--- src/rtl/mem_port_arbiter.sv ---
// mem_port_arbiter: shares one single-ported memory between the data-access
// path and the instruction-fetch path. Data normally wins. A starvation
// counter forces a fetch grant after STARVE_LIMIT consecutive denied cycles.
// Read data is returned to the requester that issued the read.
module mem_port_arbiter #(
   parameter int unsigned STARVE_LIMIT = 3
) (
   input  logic        clk_i,
   input  logic        rst_i,
   input  logic        halt_sys_i,
   input  logic        d_req_i,
   input  logic        d_we_i,
   input  logic [15:0] d_addr_i,
   input  logic [15:0] d_wdata_i,
   output logic        d_gnt_o,
   output logic        d_rvalid_o,
   output logic [15:0] d_rdata_o,
   input  logic        f_req_i,
   input  logic [15:0] f_addr_i,
   output logic        f_gnt_o,
   output logic        f_rvalid_o,
   output logic [15:0] f_rdata_o,
   output logic        mem_write_en_o,
   output logic [15:0] mem_address_o,
   output logic [15:0] mem_write_data_o,
   input  logic [15:0] mem_data_out_i,
   output logic        starved_o
);

   localparam logic [3:0] LIMIT = 4'(STARVE_LIMIT);

   logic [3:0] starve_cnt_q;
   logic [3:0] starve_cnt_d;
   logic       rd_pend_d_q;
   logic       rd_pend_f_q;
   logic       d_gnt_s;
   logic       f_gnt_s;
   logic       starved_s;

   assign starved_s = (starve_cnt_q == LIMIT);

   // Fixed-priority grant with starvation override; nothing is granted in reset or halt.
   always_comb begin
      d_gnt_s = 1'b0;
      f_gnt_s = 1'b0;
      if (rst_i || halt_sys_i) begin
         d_gnt_s = 1'b0;
         f_gnt_s = 1'b0;
      end else if (f_req_i && starved_s) begin
         f_gnt_s = 1'b1;
      end else if (d_req_i) begin
         d_gnt_s = 1'b1;
      end else if (f_req_i) begin
         f_gnt_s = 1'b1;
      end else begin
         d_gnt_s = 1'b0;
         f_gnt_s = 1'b0;
      end
   end

   // Memory port mux: the granted requester drives the memory; idle drives zeros.
   always_comb begin
      mem_write_en_o   = 1'b0;
      mem_address_o    = 16'h0000;
      mem_write_data_o = 16'h0000;
      if (d_gnt_s) begin
         mem_write_en_o   = d_we_i;
         mem_address_o    = d_addr_i;
         mem_write_data_o = d_wdata_i;
      end else if (f_gnt_s) begin
         mem_write_en_o   = 1'b0;
         mem_address_o    = f_addr_i;
         mem_write_data_o = 16'h0000;
      end else begin
         mem_write_en_o   = 1'b0;
         mem_address_o    = 16'h0000;
         mem_write_data_o = 16'h0000;
      end
   end

   // Starvation counter next state: clears once fetch is served or stops asking,
   // freezes during halt, otherwise counts denied cycles up to the limit.
   always_comb begin
      starve_cnt_d = starve_cnt_q;
      if (!f_req_i || f_gnt_s) begin
         starve_cnt_d = 4'd0;
      end else if (halt_sys_i) begin
         starve_cnt_d = starve_cnt_q;
      end else if (starve_cnt_q < LIMIT) begin
         starve_cnt_d = starve_cnt_q + 4'd1;
      end else begin
         starve_cnt_d = starve_cnt_q;
      end
   end

   // State registers: counter and which requester owns the read returning next cycle.
   always_ff @(posedge clk_i or posedge rst_i) begin
      if (rst_i) begin
         starve_cnt_q <= 4'd0;
         rd_pend_d_q  <= 1'b0;
         rd_pend_f_q  <= 1'b0;
      end else begin
         starve_cnt_q <= starve_cnt_d;
         rd_pend_d_q  <= d_gnt_s & ~d_we_i;
         rd_pend_f_q  <= f_gnt_s;
      end
   end

   assign d_gnt_o    = d_gnt_s;
   assign f_gnt_o    = f_gnt_s;
   assign starved_o  = starved_s;
   assign d_rvalid_o = rd_pend_d_q;
   assign f_rvalid_o = rd_pend_f_q;
   assign d_rdata_o  = rd_pend_d_q ? mem_data_out_i : 16'h0000;
   assign f_rdata_o  = rd_pend_f_q ? mem_data_out_i : 16'h0000;

endmodule

--- config.mk ---
export PLATFORM = sky130hd
export DESIGN_NAME = mem_port_arbiter
export DESIGN_NICKNAME = d
export VERILOG_FILES = /design/src/rtl/mem_port_arbiter.sv
export SDC_FILE = /design/constraint.sdc
export NUM_CORES = 1
export LEC_CHECK = 0
export ABC_AREA = 1
export BUFFER_PORTS_ARGS = -buffer_cell sky130_fd_sc_hd__clkbuf_2
export CORE_ASPECT_RATIO = 1.1
export CORE_MARGIN = 4
export CORE_UTILIZATION = 32
export DETAILED_ROUTE_END_ITERATION = 6
export PLACE_DENSITY = 0.87
export SETUP_SLACK_MARGIN = 0.05
export SLEW_MARGIN = 20
export SYNTH_ARGS = -nofsm -noshare
export SYNTH_HDL_FRONTEND = slang
export SYNTH_SLANG_ARGS = --single-unit
--- constraint.sdc ---
create_clock -name clk_i -period 3.3 [get_ports clk_i]
set_input_delay 0.33 -clock clk_i [delete_from_list [all_inputs] [get_ports clk_i]]
set_output_delay 0.33 -clock clk_i [all_outputs]
set_load 0.02 [all_outputs]
== After elaboration in Yosys (flattened, before gate mapping) ==
Cells that the tools add are included.
Storage, ports and cells
  bits in registers: 6
  bits in latches: 0
  memory bits (writable): 0
  bits in read-only memories: 0
  word-level logic and storage cells: 31
  memories kept: 0
Operators by class
  $add $sub $neg: 1
  $mul: 0
  divide/modulo/power cells: 0
  order comparisons: 1
  eq/ne operators: 2
  shift-type cells: 0
  mux-type cells: 16
  bitwise operators: 2
  reduce and logical (&&, ||, !) cells: 6
Operator list (count)
  2-to-1 mux 16 bit: 5
  2-to-1 mux 4 bit: 3
  2-to-1 mux 1 bit: 8
  adder 4 x 1 -> 4 bit (second input constant): 1
  equality test 4 x 2 -> 1 bit (second input constant): 1
  < comparator 4 x 2 -> 1 bit (second input constant): 1
  logical OR 1 bit: 2
  != test 2 x 1 -> 1 bit (second input constant): 1
  AND reduction 2 bit: 1
  nonzero test 2 bit: 1
  bitwise AND 1 bit: 1
  logical AND 1 bit: 1
  logical NOT 1 bit: 1
  inverter 1 bit: 1

== Logic depth before layout (Yosys ltp) ==
Gate-level depths: netlist (run 1).
  depth after elaboration: 7
  depth in mapped cells: 9
  depth with buffers taken out: 8

== Least setup slack after synthesis (run 1) ==
No wires, ideal clock.
  kind: register to output
  from: register starve_cnt_q[0]
  to: output mem_write_data_o[10]
  data arrival time: 1.400 ns
  required time: 2.970 ns
  path slack: 1.570 ns
  stages on the path, launching flop included: 8
  path buffers: 1
  cell sequence: dfrtp_1 ha_1 nand2_2 clkinv_2 nand2_2 nand2_4 buf_4 nor2_1
Between the ends
  word-level cells in the longest chain between the ends: 5
RTL lines
  from (decl): line 32  | logic [3:0] starve_cnt_q;
  from (signal assigned): line 103  | starve_cnt_q <= starve_cnt_d;
  equality test 4 x 2 -> 1 bit: line 40  | assign starved_s = (starve_cnt_q == LIMIT);
  via starved_o: line 27  | output logic starved_o
  logical AND 1 bit: line 49  | end else if (f_req_i && starved_s) begin
  2-to-1 mux 1 bit: line 49
  2-to-1 mux 1 bit: line 46  | if (rst_i || halt_sys_i) begin
  2-to-1 mux 16 bit: line 66  | if (d_gnt_s) begin
  to (decl): line 25  | output logic [15:0] mem_write_data_o,
The timed path passes the listed nets, and every way through them passes these cells.

== Worst setup path after layout (run 1) ==
  from: input rst_i
  to: output mem_address_o[8]
Between the ends
  word-level cells in the longest chain between the ends: 4
  elaborated cells between the ends (all ways): 5
  those cells by class: 4 x mux; 1 x reduce/logical
RTL lines
  from (decl): line 9  | input logic rst_i,
  logical OR 1 bit (*): line 46
  2-to-1 mux 1 bit: line 46
  2-to-1 mux 16 bit: line 70  | end else if (f_gnt_s) begin
  2-to-1 mux 16 bit (*): line 66
  to (decl): line 24  | output logic [15:0] mem_address_o,
Mark *: on every way between the ends. The rest lies on a longest branch, timed or not.

==> results of run 1 <==
[final cells by class]
| type | instances | area share |
|---|---|---|
| Clock buffer | 3 | 0.0137 |
| Timing Repair Buffer | 140 | 0.430 |
| Tap cell | 33 | 0.0251 |
| Multi-Input combinational cell | 121 | 0.303 |
| Sequential cell | 6 | 0.0914 |
| Inverter | 59 | 0.137 |
[kinds of logic (layout without fill, tap and decap cells)]
logic type | after synthesis | in the layout
and+or+nand+nor | 117 | 117
buffers and inverters | 66 | 202
DFF | 6 | 6
AOI/OAI and AO/OA | 3 | 3
adders and majority gates | 1 | 1
[metrics by stage]
stage	hold WS (ps)	util	area [µm²]	instances
floorplan	92.3	-	925	193
finish	261	0.591	1640	362
detailed placement	197	0.580	1610	358
global route	271	0.591	1640	362
CTS	261	0.591	1640	362
global placement	197	0.580	1610	358
[path summary, 6_finish.rpt]
check / slack (ps) / end / from
worst max-delay path: 990 / mem_address_o[8] / rst_i
worst min-delay path: 260 / d_rvalid_o / d_we_i
worst max register to register: 2060 / starve_cnt_q[1] / starve_cnt_q[0]
worst min register to register: 500 / starve_cnt_q[1] / starve_cnt_q[1]
max in group asynchronous: 2650 / f_rvalid_o / rst_i
min in group asynchronous: 520 / starve_cnt_q[0] / rst_i
[critical path, delay by kind of cell]
kind / cells / cell delay (ps)
AND/OR/NAND/NOR: 5 / 540
buffers and inverters: 5 / 1110
[where the power goes]
group	internal, µW	total [µW]	switching, µW	leakage, µW
Clock	41.0	65.3	24.3	0.0000138
Sequential	79.2	85.8	6.58	0.0000814
Combinational	61.8	149	86.9	0.00132
Total	182	300	118	0.00141
[cell usage in the layout (no fill, tap or decap), types with 2 or more instances in the layout]
cell type / n
clkbuf_2: 139
nand2_1: 90
inv_1: 55
nor2_1: 18
dfrtp_1: 6
nor2_2: 3
clkbuf_4: 3
nand2_2: 2
inv_2: 2
nand4_1: 2
a21boi_0: 2
[registers in the layout (all words and copies together), names as in the netlist]
signal        flops
f_rvalid_o        1
d_rvalid_o        1
starve_cnt_q      4
[metal layers]
metal,vias up,GRT usage,share of wire
li1,796,-,-
met1,591,0.165,0.34
met2,98,0.350,0.48
met3,8,0.0444,0.15
met4,0,0.0878,0.025
met5,-,0,0
[repair_timing]
| action | in CTS | in global routing |
|---|---|---|
| setup buffers | 0 | 0 |
| hold endpoints to repair | 6 | 0 |
| hold buffers | 1 | 0 |
==> results.ini, run 1 <==
[synth]
synth_top_cell_by_area = nand2_1
synth_fa_ha_area_frac = 0.0135
synthArstFlopShare = 1.00
synth_top_family_by_area = simple AND/OR/NAND/NOR gates
synth-compound-area-share = 0.0217
synth.distinct_cells = 20
syn_inst = 193
synth_nets = 264
yosysWarnings = 0
synth_most_common_cell = nand2_1
synth-xor-area-share = 0
synth_common_cells = nand2_1 (90), inv_1 (55), nor2_1 (18)
yosys-top-cells-area = nand2_1 (37%), inv_1 (22%), dfrtp_1 (16%)
synth_top_area_share = 0.365
synth_area_per_cell_um2 = 4.79
synth_edf_count = 0
ys_ff_latch = 6
yosysSeqAreaShare = 0.162
synth-simple-area-share = 0.503
ys.flop_type = dfrtp_1
synth.area.mux_share = 0
synth_area_um2 = 925

[routing]
wire_per_inst_um = 9.50
wl_um = 3440
num_vias = 1493
drc = 0
first_iter_violations = 74
drt-pass1-iter-count = 4
vias_per_cell = 4.12
antenna_left = 0

[worst_setup_path]
crit_required_ps = 2970
cpMaxStageDelayCell = dlygate4sd3_1
r2r_cells = 8
critPathArrivalTime_ps = 1980
crit_fanout = 19
cpPeakStageDelay_ps = 550
start_kind = input pin
path_cells = dlygate4sd3_1 -> clkbuf_2 -> inv_2 -> nand2_1 -> nor2_2 -> nand2_4 -> inv_4 -> nand2_1 -> nand2_1 -> clkbuf_2
end_kind = primary output
critPathMostFrequentCell = nand2_1
worst-setup-path-type = in2out

[clock_tree]
postCtsResizedCells = 0
cts_root_buf = clkbuf_4
cts_tree = done
cts_buffers = 3
clock_latency_ps = 240
cts.reportedPaths.clkPinSlew_ps = 40
clk_path_buf_depth = 2
cts_sinks = 6
cts_max_level = 1

[die]
dieWidth_um = 59.3
fp.dieH_um = 64.4
rows = 20
core_um2 = 2780
ios = 140
initial_core_util = 0.333
dieArea_um2 = 3810

[timing]
skew_ps = 1.62
max_freq_mhz = 433
finalSetupViolations = 0
rsz0062_at_grt = no
finalMaxSlewViolations = 0
worst_slack_ps = 991
tightestPinTransition_ps = 529
fin_crit_sh = 0.700
fin_crit_ps = 2310
finalHoldViolCount = 0
relSlewSlack = 0.647
tns_ps = 0

[final_layout]
antennaDiodeCount = 0
drive_gt1_frac = 0.462
seqCellArea_um2 = 150
multi_input_area_um2 = 498
fillers = 284
final_nets = 402
synthToLayoutAreaGrowth_pct = 77.7

[flow_run]
max_cap_viol_count = 0

[global_route]
grt_pass1_wl_um = 5460
grt_overflow = 0
grt_pass1_vias = 1375
grt_max_degree = 20
grt_antenna_before_repair = 0
gr-usage-all-layers = 0.180

[pwr]
power_uw = 300
power_density_nw_per_um2 = 183
leakage_uw = 0.00141
max-vdd-ir-drop_mv = 0.143

[run_status]
status = finished, final reports clean

[hold_path]
min_path_type = in2reg
min_path_cells = 2

[placement]
hpwl_um = 3050
place_ws_ps = 1530
io_buffers = 139
routabilityCongestion = 0.820

(Power assumes the default switching activity.)
==> run 2, diff against run 1 <==
--- a/config.mk
+++ b/config.mk
@@ -9,9 +9,9 @@
 export BUFFER_PORTS_ARGS = -buffer_cell sky130_fd_sc_hd__clkbuf_2
 export CORE_ASPECT_RATIO = 1.1
 export CORE_MARGIN = 4
-export CORE_UTILIZATION = 32
+export CORE_UTILIZATION = 27
 export DETAILED_ROUTE_END_ITERATION = 6
-export PLACE_DENSITY = 0.87
+export PLACE_DENSITY = 0.78
 export SETUP_SLACK_MARGIN = 0.05
 export SLEW_MARGIN = 20
 export SYNTH_ARGS = -nofsm -noshare
==> constraint.sdc (replaced) <==
create_clock -name clk_i -period 2 [get_ports clk_i]
set_input_delay 0.2 -clock clk_i [delete_from_list [all_inputs] [get_ports clk_i]]
set_output_delay 0.2 -clock clk_i [all_outputs]
set_load 0.02 [all_outputs]
==> results.ini, run 2 (synthesis gave the netlist of run 1 again) <==
[worst_setup_path]
worst-setup-path-type = reg2out
cpMaxStageDelayCell = dfrtp_1
start_kind = register
end_kind = primary output
r2r_start = starve_cnt_q[0]
critPathArrivalTime_ps = 1630  ; -350 ps
crit_required_ps = 1800  ; -1170 ps
startpoint = starve_cnt_q[0]
critical_path_buf_inv_count = 3  ; -2
critical_path.top_delay_family = simple AND/OR/NAND/NOR gates
path_depth = 9  ; -1
crit_fanout = 20  ; +1
r2r_cells = 6  ; -2
path_cells = ha_1 -> nand2_2 -> clkinv_2 -> nand2_2 -> nand2_8 -> inv_6 -> nand2_1 -> nand2_1 -> clkbuf_2
cpPeakStageDelay_ps = 390  ; -160 ps

[global_route]
use_met3 = 0.0486  ; +0.00418
grt_antenna_before_repair = 0  ; unchanged
grt_overflow = 0  ; unchanged
grt_pass1_vias = 1338  ; -2.7%
grt_pass1_wl_um = 5550  ; +1.6%
gr-usage-all-layers = 0.148  ; -0.0318
grtUsageMet1 = 0.153  ; -0.0116
top_usage_layer = met2
grt_max_degree = 20  ; unchanged
use_met2 = 0.271  ; -0.0788

[flow_run]
max_cap_viol_count = 0  ; unchanged

[routing]
num_vias = 1520  ; +1.8%
first_iter_violations = 36  ; -51%
antenna_left = 0  ; unchanged
wl_um = 3420  ; -0.61%
wire_per_inst_um = 9.34  ; -1.7%
drt-pass1-iter-count = 4  ; unchanged
drc = 0  ; unchanged
vias_per_cell = 4.15  ; +0.70%

[die]
fp.dieH_um = 69.4  ; +7.8%
dieArea_um2 = 4430  ; +16%
rows = 22  ; +10%
dieWidth_um = 63.8  ; +7.7%
ios = 140  ; unchanged
core_um2 = 3300  ; +19%
initial_core_util = 0.280  ; -0.0530

[final_layout]
antennaDiodeCount = 0  ; unchanged
regMostFlops = starve_cnt_q
final_cells = 366  ; +1.1%
fillers = 350  ; +23%
synthToLayoutAreaGrowth_pct = 81.1
final_core_util = 0.507  ; -0.0846
seqCellArea_um2 = 150  ; unchanged
drive_gt1_frac = 0.464  ; +0.00163
layout_common_cells = clkbuf_2 (138), nand2_1 (90), inv_1 (55), nor2_1 (18), dfrtp_1 (6)
largest_reg_flops = 4  ; unchanged
multi_input_area_um2 = 507  ; +1.8%
mostFrequentLayoutCell = clkbuf_2
final_nets = 403  ; +0.25%

[clock_tree]
cts_max_level = 1  ; unchanged
cts_buffers = 3  ; unchanged
cts_tree = done
clk_path_buf_depth = 2  ; unchanged
cts_setup_buffers = 0  ; unchanged
clock_latency_ps = 240  ; about the same
cts_root_buf = clkbuf_4
cts.reportedPaths.clkPinSlew_ps = 50  ; about the same
cts_sinks = 6  ; unchanged

[pwr]
power_density_nw_per_um2 = 302  ; +65%
leakage_uw = 0.00143  ; +0.79%
power_uw = 505  ; +68%
max-vdd-ir-drop_mv = 0.163  ; +14%

[hold_path]
min_path_type = in2reg
min_from = d_we_i
min_path_cells = 2  ; unchanged

[timing]
finalMaxSlewViolations = 0  ; unchanged
rsz0062_at_grt = no
fin_crit_sh = 0.913
finalSetupViolations = 0  ; unchanged
tightestPinTransition_ps = 491  ; -38.8 ps
fin_crit_ps = 1830
relSlewSlack = 0.673  ; +0.0259
tns_ps = 0  ; unchanged
skew_ps = 0.142  ; -1.47 ps
finalHoldViolCount = 0  ; unchanged
max_freq_mhz = 548

[placement]
io_buffers = 139  ; unchanged
routabilityCongestion = 0.751  ; -8.3%
dpl.cell_count = 361  ; +0.84%
hpwl_um = 3050  ; -0.12%

[run_status]
status = finished, final reports clean

==> run 2: repair_timing <==
action	CTS	global route
hold buffers	1	0
endpoints found under the setup margin	0	16
endpoints found under the hold margin	6	0
gates resized for setup	0	5
==> run 2: layout make-up <==
type | instances | area share
flip-flops and latches | 6 | 0.0897
inverters | 59 | 0.141
repair buffers | 140 | 0.422
well taps | 36 | 0.0269
multi-input cells | 121 | 0.303
repair inverters | 1 | 0.00523
clock buffers | 3 | 0.0135
==> run 2: per-layer routing <==
| layer | part of all wire | vias up |
|---|---|---|
| li1 | - | 803 |
| met1 | 0.36 | 621 |
| met2 | 0.50 | 92 |
| met3 | 0.13 | 4 |
| met4 | 0.0091 | 0 |
| met5 | 0 | - |
==> run 2: report_power, final <==
part | switching, µW | leakage [µW] | internal [µW]
combinational | 147 | 0.00133 | 104
clock | 45.1 | 0.0000138 | 68.0
sequential | 10.9 | 0.0000814 | 131
==> run 2: path summary, 6_finish.rpt <==
path                                         end  slack [ps]
worst max-delay path            mem_address_o[2]         170
worst min-delay path                  d_rvalid_o         130
worst max register to register   starve_cnt_q[2]         750
worst min register to register   starve_cnt_q[1]         500
max in group asynchronous             d_rvalid_o        1390
min in group asynchronous        starve_cnt_q[2]         410
==> run 2: per-stage QoR <==
| step | cell area, µm² | setup slack (ps) | hold slack, ps |
|---|---|---|---|
| 2_1_floorplan | 925 | 400 | -37.7 |
| 3_3_place_gp | 1610 | 389 | 77.0 |
| 3_5_place_dp | 1610 | 360 | 83.2 |
| 4_1_cts | 1650 | 85.8 | 126 |
| 5_1_grt | 1670 | 44.6 | 136 |
| 6_report | 1670 | 175 | 131 |
==> run 3, diff against run 2 <==
--- a/config.mk
+++ b/config.mk
@@ -7,11 +7,13 @@
 export LEC_CHECK = 0
 export ABC_AREA = 1
 export BUFFER_PORTS_ARGS = -buffer_cell sky130_fd_sc_hd__clkbuf_2
+export CELL_PAD_IN_SITES_DETAIL_PLACEMENT = 1
+export CELL_PAD_IN_SITES_GLOBAL_PLACEMENT = 1
 export CORE_ASPECT_RATIO = 1.1
 export CORE_MARGIN = 4
-export CORE_UTILIZATION = 27
+export CORE_UTILIZATION = 14
 export DETAILED_ROUTE_END_ITERATION = 6
-export PLACE_DENSITY = 0.78
+export PLACE_DENSITY_LB_ADDON = 0.1
 export SETUP_SLACK_MARGIN = 0.05
 export SLEW_MARGIN = 20
 export SYNTH_ARGS = -nofsm -noshare
==> results.ini, run 3 (synthesis gave the netlist of run 1 again) <==
[run_status]
status = finished, final reports clean

[worst_setup_path]
cpMaxStageDelayCell = dfrtp_1
critPathArrivalTime_ps = 1590  ; -40 ps
end_kind = primary output
crit_required_ps = 1800  ; about the same
cpPeakStageDelay_ps = 380  ; about the same
start_kind = register
critical_path_buf_inv_count = 3  ; unchanged
path_cells = ha_1 -> nand2_2 -> clkinv_2 -> nand2_2 -> nand2_8 -> clkinv_8 -> nand2_1 -> nand2_1 -> clkbuf_2
crit_fanout = 19  ; -5.0%
critical_path.top_delay_family = simple AND/OR/NAND/NOR gates
worst-setup-path-type = reg2out

[die]
initial_core_util = 0.147  ; -0.133
fp.dieH_um = 93.2  ; +34%
rows = 30  ; +36%
core_um2 = 6310  ; +91%
dieWidth_um = 85.5  ; +34%
ios = 140  ; unchanged
dieArea_um2 = 7970  ; +80%

[timing]
fin_crit_ps = 1790  ; -36.9 ps
finalMaxSlewViolations = 0  ; unchanged
max_freq_mhz = 559  ; +2.1%
finalSetupViolations = 0  ; unchanged
tightestPinTransition_ps = 552  ; +61.7 ps
skew_ps = 2.49  ; +2.34 ps
relSlewSlack = 0.632  ; -0.0411
tns_ps = 0  ; unchanged
fin_crit_sh = 0.894  ; -0.0184
finalHoldViolCount = 0  ; unchanged
rsz0062_at_grt = no

[clock_tree]
cts_root_buf = clkbuf_8
cts_max_level = 1  ; unchanged
cts_setup_buffers = 0  ; unchanged
clock_latency_ps = 220  ; -20 ps
cts_sinks = 6  ; unchanged
clk_path_buf_depth = 2  ; unchanged
cts.reportedPaths.clkPinSlew_ps = 30  ; -20 ps
cts_tree = done
cts_buffers = 3  ; unchanged

[pwr]
power_uw = 574  ; +14%
power_density_nw_per_um2 = 328  ; +8.7%
leakage_uw = 0.00143  ; +0.32%
max-vdd-ir-drop_mv = 0.201  ; +24%

[global_route]
grt_max_degree = 20  ; unchanged
grt_antenna_before_repair = 0  ; unchanged
grt_overflow = 0  ; unchanged
gr-usage-all-layers = 0.105  ; -0.0439
grt_pass1_vias = 1577  ; +18%
grt_pass1_wl_um = 6900  ; +24%

[routing]
num_vias = 1561  ; +2.7%
drt-pass1-iter-count = 4  ; unchanged
antenna_left = 0  ; unchanged
vias_per_cell = 3.81  ; -8.3%
drc = 0  ; unchanged
wl_um = 4250  ; +24%
wire_per_inst_um = 10.4  ; +11%
first_iter_violations = 14  ; -61%

[final_layout]
antennaDiodeCount = 0  ; unchanged
layout_common_cells = clkbuf_2 (139), nand2_1 (90), inv_1 (55), nor2_1 (18), dfrtp_1 (6)
mostFrequentLayoutCell = clkbuf_2
largest_reg_flops = 4  ; unchanged
synthToLayoutAreaGrowth_pct = 89.2
fillers = 900  ; +160%
final_nets = 403  ; unchanged
regMostFlops = starve_cnt_q
drive_gt1_frac = 0.464  ; unchanged

[placement]
io_buffers = 139  ; unchanged
routabilityCongestion = 0.687  ; -8.5%
hpwl_um = 3850  ; +26%

[hold_path]
min_path_type = in2reg

[flow_run]
max_cap_viol_count = 0  ; unchanged

## run 3: cell count changes in the layout (fill, tap and decap cells not counted), sizes merged
cell    delta
clkbuf     +1
inv        -1
## run 3: worst paths after layout
check,startpoint,to,slack (ps),depth (start not counted)
setup / recovery,starve_cnt_q[0],mem_address_o[14],210,9
min in group asynchronous,rst_i,starve_cnt_q[1],480,4
setup reg to reg,starve_cnt_q[0],starve_cnt_q[0],700,8
hold / removal,d_we_i,d_rvalid_o,160,2
max in group asynchronous,rst_i,f_rvalid_o,1410,4
hold reg to reg,starve_cnt_q[1],starve_cnt_q[1],490,2
## run 3: worst register-to-register path, delay by kind of cell, from the launching register on
family	cells	cell delay (ps)
simple gates	7	630
flops	1	380
fa+ha+maj	1	230
## run 3: area by class of cell
| class | count | area [µm²] | share of cell area |
|---|---|---|---|
| Inverter | 59 | 238 | 0.136 |
| Timing Repair Buffer | 141 | 713 | 0.408 |
| Sequential cell | 6 | 150 | 0.0858 |
| Multi-Input combinational cell | 121 | 507 | 0.290 |
| Clock buffer | 3 | 41.3 | 0.0236 |
| Tap cell | 80 | 100 | 0.0572 |
## run 3: metal layers
| layer | wire length (µm) | vias to the layer above | GRT usage |
|---|---|---|---|
| met4 | 55 | 0 | 0.0356 |
| met3 | 588 | 4 | 0.0361 |
| met1 | 1480 | 663 | 0.108 |
| met2 | 2120 | 95 | 0.194 |
| met5 | 0 | - | 0 |
| li1 | - | 799 | - |
## run 3: what timing repair did
action | CTS | global route
hold buffers | 1 | 0
endpoints found under the hold margin | 6 | 0
gates resized for setup | 0 | 6
setup endpoints to repair | 0 | 16
## run 3: stage by stage
stage	instances	worst slack [ps]	hold slack, ps	utilization	cell area, µm²
finish	410	212	158	0.277	1750
global route	410	45.1	162	0.277	1750
CTS	410	82.9	157	0.274	1730
detailed placement	406	327	175	0.266	1680
global placement	406	341	175	0.266	1680
floorplan	193	400	-37.7	-	925
## run 3: where the power goes
| part | switching (µW) | leakage, µW | total (µW) | internal, µW |
|---|---|---|---|---|
| clock network | 48.7 | 0.0000216 | 178 | 129 |
| logic | 149 | 0.00133 | 254 | 105 |
| registers | 11.1 | 0.0000814 | 142 | 131 |
